<file path="config.mk">
export PLATFORM = sky130hd
export DESIGN_NAME = incrementer_reg
export DESIGN_NICKNAME = d
export VERILOG_FILES = /design/src/rtl/incrementer_pkg.sv /design/src/rtl/incrementer_reg_half_adder.sv /design/src/rtl/incrementer_reg.sv
export SDC_FILE = /design/constraint.sdc
export NUM_CORES = 1
export LEC_CHECK = 0
export BUFFER_PORTS_ARGS = -buffer_cell sky130_fd_sc_hd__buf_2
export CORE_AREA = 2 2 39 41
export CTS_BUF_LIST = sky130_fd_sc_hd__clkbuf_4 sky130_fd_sc_hd__clkbuf_8
export CTS_CLUSTER_DIAMETER = 150
export CTS_CLUSTER_SIZE = 24
export DETAILED_ROUTE_END_ITERATION = 6
export DIE_AREA = 0 0 41 43
export SLEW_MARGIN = 20
export SYNTH_ARGS = -nofsm -noshare
export SYNTH_HDL_FRONTEND = slang
export SYNTH_SLANG_ARGS = --single-unit
</file>
<file path="constraint.sdc">
create_clock -name clk -period 1.9 [get_ports clk]
set_input_delay 0.285 -clock clk [delete_from_list [all_inputs] [get_ports clk]]
set_output_delay 0.285 -clock clk [all_outputs]
set_load 0.1 [all_outputs]
</file>
<file path="src/rtl/incrementer_pkg.sv">
// Shared definitions for the registered incrementer (default width, data word, all-ones helper).
package incrementer_pkg;

  localparam int INC_WIDTH_DEFAULT = 4;
  localparam int INC_MAX_WIDTH     = 64;

  typedef logic [INC_WIDTH_DEFAULT-1:0] inc_word_t;

  // Returns a word with the low w bits set; callers truncate to their own width.
  function automatic logic [INC_MAX_WIDTH-1:0] all_ones(input int unsigned w);
    logic [INC_MAX_WIDTH-1:0] mask;
    if (w >= INC_MAX_WIDTH) begin
      mask = '1;
    end else begin
      mask = (64'd1 << w) - 64'd1;
    end
    return mask;
  endfunction

endpackage

</file>
<file path="src/rtl/incrementer_reg_half_adder.sv">
// Single half-adder cell used as one stage of the incrementer ripple chain.
module half_adder (
  input  logic a,
  input  logic b,
  output logic s,
  output logic c
);

  assign s = a ^ b;
  assign c = a & b;

endmodule

</file>
<file path="src/rtl/incrementer_reg.sv">
// Registered incrementer: B <= A + 1 through a half-adder ripple chain, with registered carry-out.
// Define INCREMENTER_SATURATE_EN to make the all-ones input saturate instead of wrapping.
module incrementer_reg
  import incrementer_pkg::*;
#(
  parameter int WIDTH = INC_WIDTH_DEFAULT
) (
  input  logic             clk,
  input  logic             rst,
  input  logic [WIDTH-1:0] A,
  output logic [WIDTH-1:0] B,
  output logic             cout
);

  localparam logic [WIDTH-1:0] ONES = WIDTH'(all_ones(WIDTH));

  logic [WIDTH:0]   carry_s;
  logic [WIDTH-1:0] sum_s;
  logic [WIDTH-1:0] b_d, b_q;
  logic             cout_d, cout_q;

  // Carry-in of the first cell is the constant +1.
  assign carry_s[0] = 1'b1;

  for (genvar i = 0; i < WIDTH; i++) begin : g_cell
    half_adder u_ha (
      .a (A[i]),
      .b (carry_s[i]),
      .s (sum_s[i]),
      .c (carry_s[i+1])
    );
  end

  always_comb begin
    b_d    = sum_s;
    cout_d = carry_s[WIDTH];
`ifdef INCREMENTER_SATURATE_EN
    // The final carry is set only for an all-ones input, so it doubles as the saturate select.
    if (carry_s[WIDTH]) begin
      b_d = ONES;
    end else begin
      b_d = sum_s;
    end
`endif
  end

  always_ff @(posedge clk) begin
    if (rst) begin
      b_q    <= '0;
      cout_q <= 1'b0;
    end else begin
      b_q    <= b_d;
      cout_q <= cout_d;
    end
  end

  assign B    = b_q;
  assign cout = cout_q;

endmodule

</file>
==> results of run 1 <==
## power groups by stage
| stage | combinational (mW) | sequential [mW] | clock, mW |
|---|---|---|---|
| finish | 0.0680 | 0.113 | 0.135 |
| global placement | 0.0676 | 0.115 | 0 |
| global route | 0.0720 | 0.113 | 0.150 |
| detailed placement | 0.0686 | 0.115 | 0 |
| floorplan | 0.00667 | 0.162 | 0 |
| CTS | 0.0687 | 0.113 | 0.142 |
## synth_stat cells, drive strengths merged
master / count / area [µm²]
ha: 3 / 37.5
dfxtp: 5 / 100
nor2: 1 / 3.75
nor2b: 4 / 25.0
## sequential cells by signal (all words and copies together), names as in the netlist
| signal | cells |
|---|---|
| cout | 1 |
| B | 4 |
## final timing paths
path,startpoint,end,depth (start not counted)
worst max-delay path,B[0],B[0],1
worst min-delay path,A[0],B[0],2
## area by class of cell
cell class	count	share of cell area
clock buffer	4	0.113
multi-input combinational	8	0.249
sequential	5	0.376
tap	16	0.0751
timing repair buffer	10	0.188
## logic make-up (layout without fill, tap and decap cells)
logic type	count (synthesis)	after routing	share of synthesized area
adder cells (fa/ha/maj)	3	3	0.226
AND/OR/NAND/NOR	5	5	0.173
buffers and inverters	0	14	0
flip-flops	5	5	0.602
## metal layers
| metal | wire [µm] | up-vias | global-route usage |
|---|---|---|---|
| met4 | 5 | 0 | 0.0800 |
| met5 | 0 | - | 0 |
| met1 | 166 | 55 | 0.0514 |
| met2 | 102 | 11 | 0.0500 |
| met3 | 69 | 2 | 0.0471 |
| li1 | - | 71 | - |
==> impl_metrics.toml, run 1 <==
[power]
combPwrFrac = 0.215
internal_power_uw = 218
pwr-share-seq = 0.357
finalPower_uw = 317
ir_drop_mv = 0.216
p_leak_nw = 0.140
clkPwrFrac = 0.428
switching_share = 0.311
p_per_area_nw_per_um2 = 1190
p_sw_uw = 98.6

[clock_network]
clock_path_buffers = 2
cts_root_buffer = "clkbuf_4"
cts_hold_buf = 0
ctsResizeCount = 0
cts.reportedPaths.clkPinSlew_ns = 0.05
clock-sinks = 5
cts_setup_buffers = 0
cts.htree.levels = 1
numCtsBuffers = 3
tritoncts = "built"

[timing]
max_freq_mhz = 802
grt_setup_unrepaired = "no"
holdWs_ns = 0.211
fin_ws_ns = 0.653
period_share = 0.656
slew_headroom = 0.673
hold_viol = 0
drv_slew = 0
setup_tns_ns = 0
setup_violations = 0
finalCriticalPeriod_ns = 1.25
worst_pin_slew_ns = 0.494

[drt]
drt_wl_total_um = 343
drtAntennaViolNets = 0
vias = 139
drt_first_pass_iters = 2
avgViaCountPerCell = 3.23
wire_per_inst_um = 7.98
drt_iter0_drc = 2
drc = 0

[finish]
layout_common_cells = "10 x buf_2, 5 x dfxtp_1, 4 x nor2b_1, 4 x clkbuf_4, 3 x ha_1"
fillers = 159
seqCellArea_um2 = 100
drive_gt1_frac = 0.519
layout.nets = 37
final_common_cell = "buf_2"
area_delta_synth_final_pct = 60.2
fin_util = 0.193
design_area_um2 = 267
insertedDiodeCount = 0
stdcell_count = 43
multi_input_area_um2 = 66.3

[global_route]
track_usage = 0.0532
grt_max_degree = 6
gr-total-overflow = 0
grt_pass1_wl_um = 517
antenna_found_initial = 0
grt_pass1_vias = 146

[placement]
dpl.cell_count = 39
dpl_worst_slack_ns = 0.639
gp_congestion = 0.557
io_buffers = 10
postPlaceCellArea_um2 = 236

[logic_synthesis]
synthCells = 13
synth_cell_types = 4
yosysWarnings = 0
synth-seq-cells = 5
synth-seq-area-share = 0.602
synth_area_per_cell_um2 = 12.8
synth_nets = 22
syn_area_um2 = 166

[die]
die_area_um2 = 1760
pin_count = 11
initial_core_util = 0.120
die_h_um = 43
fp.dieW_um = 41
core_area_um2 = 1380
rows = 14

[run]
drv_cap = 0

[setup_path]
worstSetupPathType = "register to output port"
start_kind = "register"
path_cells = "buf_2"
cp.arrival_ns = 0.96
end_kind = "output port"
critPathMaxStageDelay_ns = 0.42
critPathRequiredTime_ns = 1.62
critPathTopFamily = "buffers and inverters"
path_max_fanout = 1
critPathBufInv = 1
cp_slowest_cell = "buf_2"

[worst_hold_path]
min_path_type = "primary input to register"

[run_status]
status = "finished, final reports clean"
No activity file was read; power rests on OpenSTA's default activity.
==> run 2, diff against run 1 <==
==> constraint.sdc (replaced) <==
create_clock -name clk -period 1.11 [get_ports clk]
set_input_delay 0.1665 -clock clk [delete_from_list [all_inputs] [get_ports clk]]
set_output_delay 0.1665 -clock clk [all_outputs]
set_load 0.1 [all_outputs]
==> impl_metrics.toml, run 2 (synthesis gave the netlist of run 1 again) <==
[power]
ir_drop_mv = 0.666
switching_share = 0.307
internal_power_uw = 407
p_per_area_nw_per_um2 = 1720
pwr-share-seq = 0.341
p_sw_uw = 180
clkPwrFrac = 0.405
finalPower_uw = 588
p_leak_nw = 0.159
combPwrFrac = 0.255

[worst_hold_path]
min_path_type = "primary input to register"
min_path_cells = 2

[setup_path]
start_kind = "register"
crit_cells = 1
path_cells = "buf_12"
critPathRequiredTime_ns = 0.94
critPathTopFamily = "flip-flops"
critPathBufInv = 1
cp_slowest_cell = "dfxtp_1"
path_max_fanout = 1
worstSetupPathType = "register to output port"
cp.arrival_ns = 0.78
critPathMaxStageDelay_ns = 0.35
end_kind = "output port"

[timing]
setup_violations = 0
period_share = 0.854
worst_pin_slew_ns = 0.113
grt_setup_unrepaired = "no"
drv_slew = 0
hold_viol = 0
slew_headroom = 0.925
max_freq_mhz = 1050
setup_tns_ns = 0
finalCriticalPeriod_ns = 0.948

[drt]
drc = 0
drt_iter0_drc = 0
vias = 140
drtAntennaViolNets = 0
wire_per_inst_um = 7.67
drt_wl_total_um = 330
drt_first_pass_iters = 1
avgViaCountPerCell = 3.26

[finish]
design_area_um2 = 342
insertedDiodeCount = 0
fin_util = 0.247
drive_gt1_frac = 0.519
layout_common_cells = "5 x dfxtp_1, 5 x buf_2, 5 x buf_12, 4 x nor2b_1, 4 x clkbuf_4"
layout.nets = 37
stdcell_count = 43
area_delta_synth_final_pct = 105
largest_reg_flops = 4
top_register = "B"

[clock_network]
clock_path_buffers = 2
clock-sinks = 5
cts_setup_buffers = 0
numCtsBuffers = 3
cts.htree.levels = 1
cts_root_buffer = "clkbuf_4"
cts_hold_buf = 0
tritoncts = "built"
cts.reportedPaths.clkPinSlew_ns = 0.04
ctsResizeCount = 0

[global_route]
track_usage = 0.0614
gr-total-overflow = 0
grt_pass1_wl_um = 552
antenna_found_initial = 0
grt_max_degree = 6
grt_pass1_vias = 126

[run]
drv_cap = 0

[die]
fp.dieW_um = 41
core_area_um2 = 1380
pin_count = 11
initial_core_util = 0.120
rows = 14
die_area_um2 = 1760
die_h_um = 43

[placement]
io_buffers = 10
dpl.cell_count = 39
postPlaceCellArea_um2 = 312
gp_congestion = 0.580

[run_status]
status = "finished, final reports clean"
-- run 2: cell type report --
| class | instances | area [µm²] |
|---|---|---|
| fill | 149 | 1040 |
| timing repair buffer | 10 | 125 |
| sequential | 5 | 100 |
| multi-input combinational | 8 | 66.3 |
| clock buffer | 4 | 30.0 |
| tap | 16 | 20.0 |
-- run 2: metrics by stage --
stage               hold slack (ns)  setup WS, ns
floorplan                     0.233        0.0345
CTS                          0.0803         0.148
finish                       0.0893         0.162
global placement              0.342       -0.0177
detailed placement            0.342       -0.0288
global route                 0.0938         0.131
-- run 2: power groups by stage --
stage                     registers (mW)  clock network [mW]  logic [mW]
after floorplan                    0.277                   0      0.0114
after global placement             0.204                   0       0.150
after detailed placement           0.204                   0       0.151
after CTS                          0.200               0.248       0.151
after global routing               0.201               0.255       0.158
final                              0.200               0.238       0.150
-- run 2: layer usage --
metal,track usage,up-vias,part of all wire
met3,0.0628,4,0.28
li1,-,69,-
met1,0.0680,53,0.41
met4,0.100,0,0.082
met2,0.0406,14,0.23
met5,0,-,0
-- run 2: final timing paths --
check / to / startpoint / slack [ns]
setup / recovery: B[0] / B[0] / 0.16
hold / removal: B[0] / A[0] / 0.09
==> run 3, diff against run 2 <==
--- a/config.mk
+++ b/config.mk
@@ -5,7 +5,8 @@
 export SDC_FILE = /design/constraint.sdc
 export NUM_CORES = 1
 export LEC_CHECK = 0
-export BUFFER_PORTS_ARGS = -buffer_cell sky130_fd_sc_hd__buf_2
+export BUFFER_PORTS_ARGS = -buffer_cell sky130_fd_sc_hd__clkbuf_2
+export CAP_MARGIN = 20
 export CORE_AREA = 2 2 39 41
 export CTS_BUF_LIST = sky130_fd_sc_hd__clkbuf_4 sky130_fd_sc_hd__clkbuf_8
 export CTS_CLUSTER_DIAMETER = 150
==> impl_metrics.toml, run 3 (synthesis gave the netlist of run 1 again) <==
[setup_path]
critPathRequiredTime_ns = 0.94
path_max_fanout = 1
critPathMaxStageDelay_ns = 0.36
cp_slowest_cell = "dfxtp_1"
start_kind = "register"
path_cells = "buf_12"
end_kind = "output port"
worstSetupPathType = "register to output port"
critPathBufInv = 1
cp.arrival_ns = 0.79
critPathTopFamily = "flip-flops"

[placement]
io_buffers = 10
dpl.cell_count = 39
gp_congestion = 0.634
postPlaceCellArea_um2 = 312

[die]
core_area_um2 = 1380
pin_count = 11
die_area_um2 = 1760
fp.dieW_um = 41
initial_core_util = 0.120
die_h_um = 43
rows = 14

[timing]
slew_headroom = 0.915
drv_slew = 0
max_freq_mhz = 1050
worst_pin_slew_ns = 0.127
setup_tns_ns = 0
finalCriticalPeriod_ns = 0.955
holdWs_ns = 0.0975
setup_violations = 0
grt_setup_unrepaired = "no"
period_share = 0.860
hold_viol = 0

[finish]
layout_common_cells = "5 x dfxtp_1, 5 x clkbuf_2, 5 x buf_12, 4 x nor2b_1, 4 x clkbuf_4"
drive_gt1_frac = 0.519
layout.nets = 37
stdcell_count = 43
largest_reg_flops = 4
top_register = "B"
insertedDiodeCount = 0
design_area_um2 = 342
area_delta_synth_final_pct = 105

[clock_network]
cts.htree.levels = 1
tritoncts = "built"
numCtsBuffers = 3
ctsResizeCount = 0
cts.reportedPaths.clkPinSlew_ns = 0.04
clock-sinks = 5
cts_hold_buf = 0
cts_setup_buffers = 0
cts_root_buffer = "clkbuf_4"
clock_path_buffers = 2

[global_route]
track_usage = 0.0552
antenna_found_initial = 0
grt_pass1_wl_um = 510
grt_pass1_vias = 137
gr-total-overflow = 0
grt_max_degree = 6

[power]
p_leak_nw = 0.160
ir_drop_mv = 0.491
p_per_area_nw_per_um2 = 1710
finalPower_uw = 583

[drt]
vias = 140
drt_first_pass_iters = 2
drc = 0
wire_per_inst_um = 7.21
drtAntennaViolNets = 0
drt_wl_total_um = 310
avgViaCountPerCell = 3.26
drt_iter0_drc = 2

[worst_hold_path]
min_path_type = "primary input to register"

[run]
drv_cap = 0

[run_status]
status = "finished, final reports clean"
==> run 3: final timing paths <==
path | startpoint | endpoint | slack (ns) | cells past startpoint
hold / removal | A[0] | B[0] | 0.1 | 2
setup / recovery | B[0] | B[0] | 0.16 | 1
==> run 3: layer usage <==
layer	track usage	part of all wire	routed length, µm
met5	0	0	0
met4	0.0600	0.026	8
met3	0.0890	0.33	102
met2	0.0500	0.28	88
met1	0.0418	0.35	110
==> run 3: area by class of cell <==
class / instances / area, µm²
multi-input cells: 8 / 66.3
well taps: 16 / 20.0
fillers: 145 / 1040
flip-flops and latches: 5 / 100
repair buffers: 10 / 125
clock buffers: 4 / 30.0
==> run 3: power breakdown <==
part	leakage, nW	switching [mW]	internal (mW)
Combinational	0.0998	0.0939	0.0554
Sequential	0.0414	0.00865	0.192
Clock	0.0184	0.0733	0.160
==> run 3: per-stage QoR <==
| stage | util | worst slack (ns) |
|---|---|---|
| 4_1_cts | 0.247 | 0.143 |
| 2_1_floorplan | - | 0.0345 |
| 3_3_place_gp | 0.225 | -0.0103 |
| 3_5_place_dp | 0.225 | -0.0231 |
| 5_1_grt | 0.247 | 0.123 |
| 6_report | 0.247 | 0.155 |
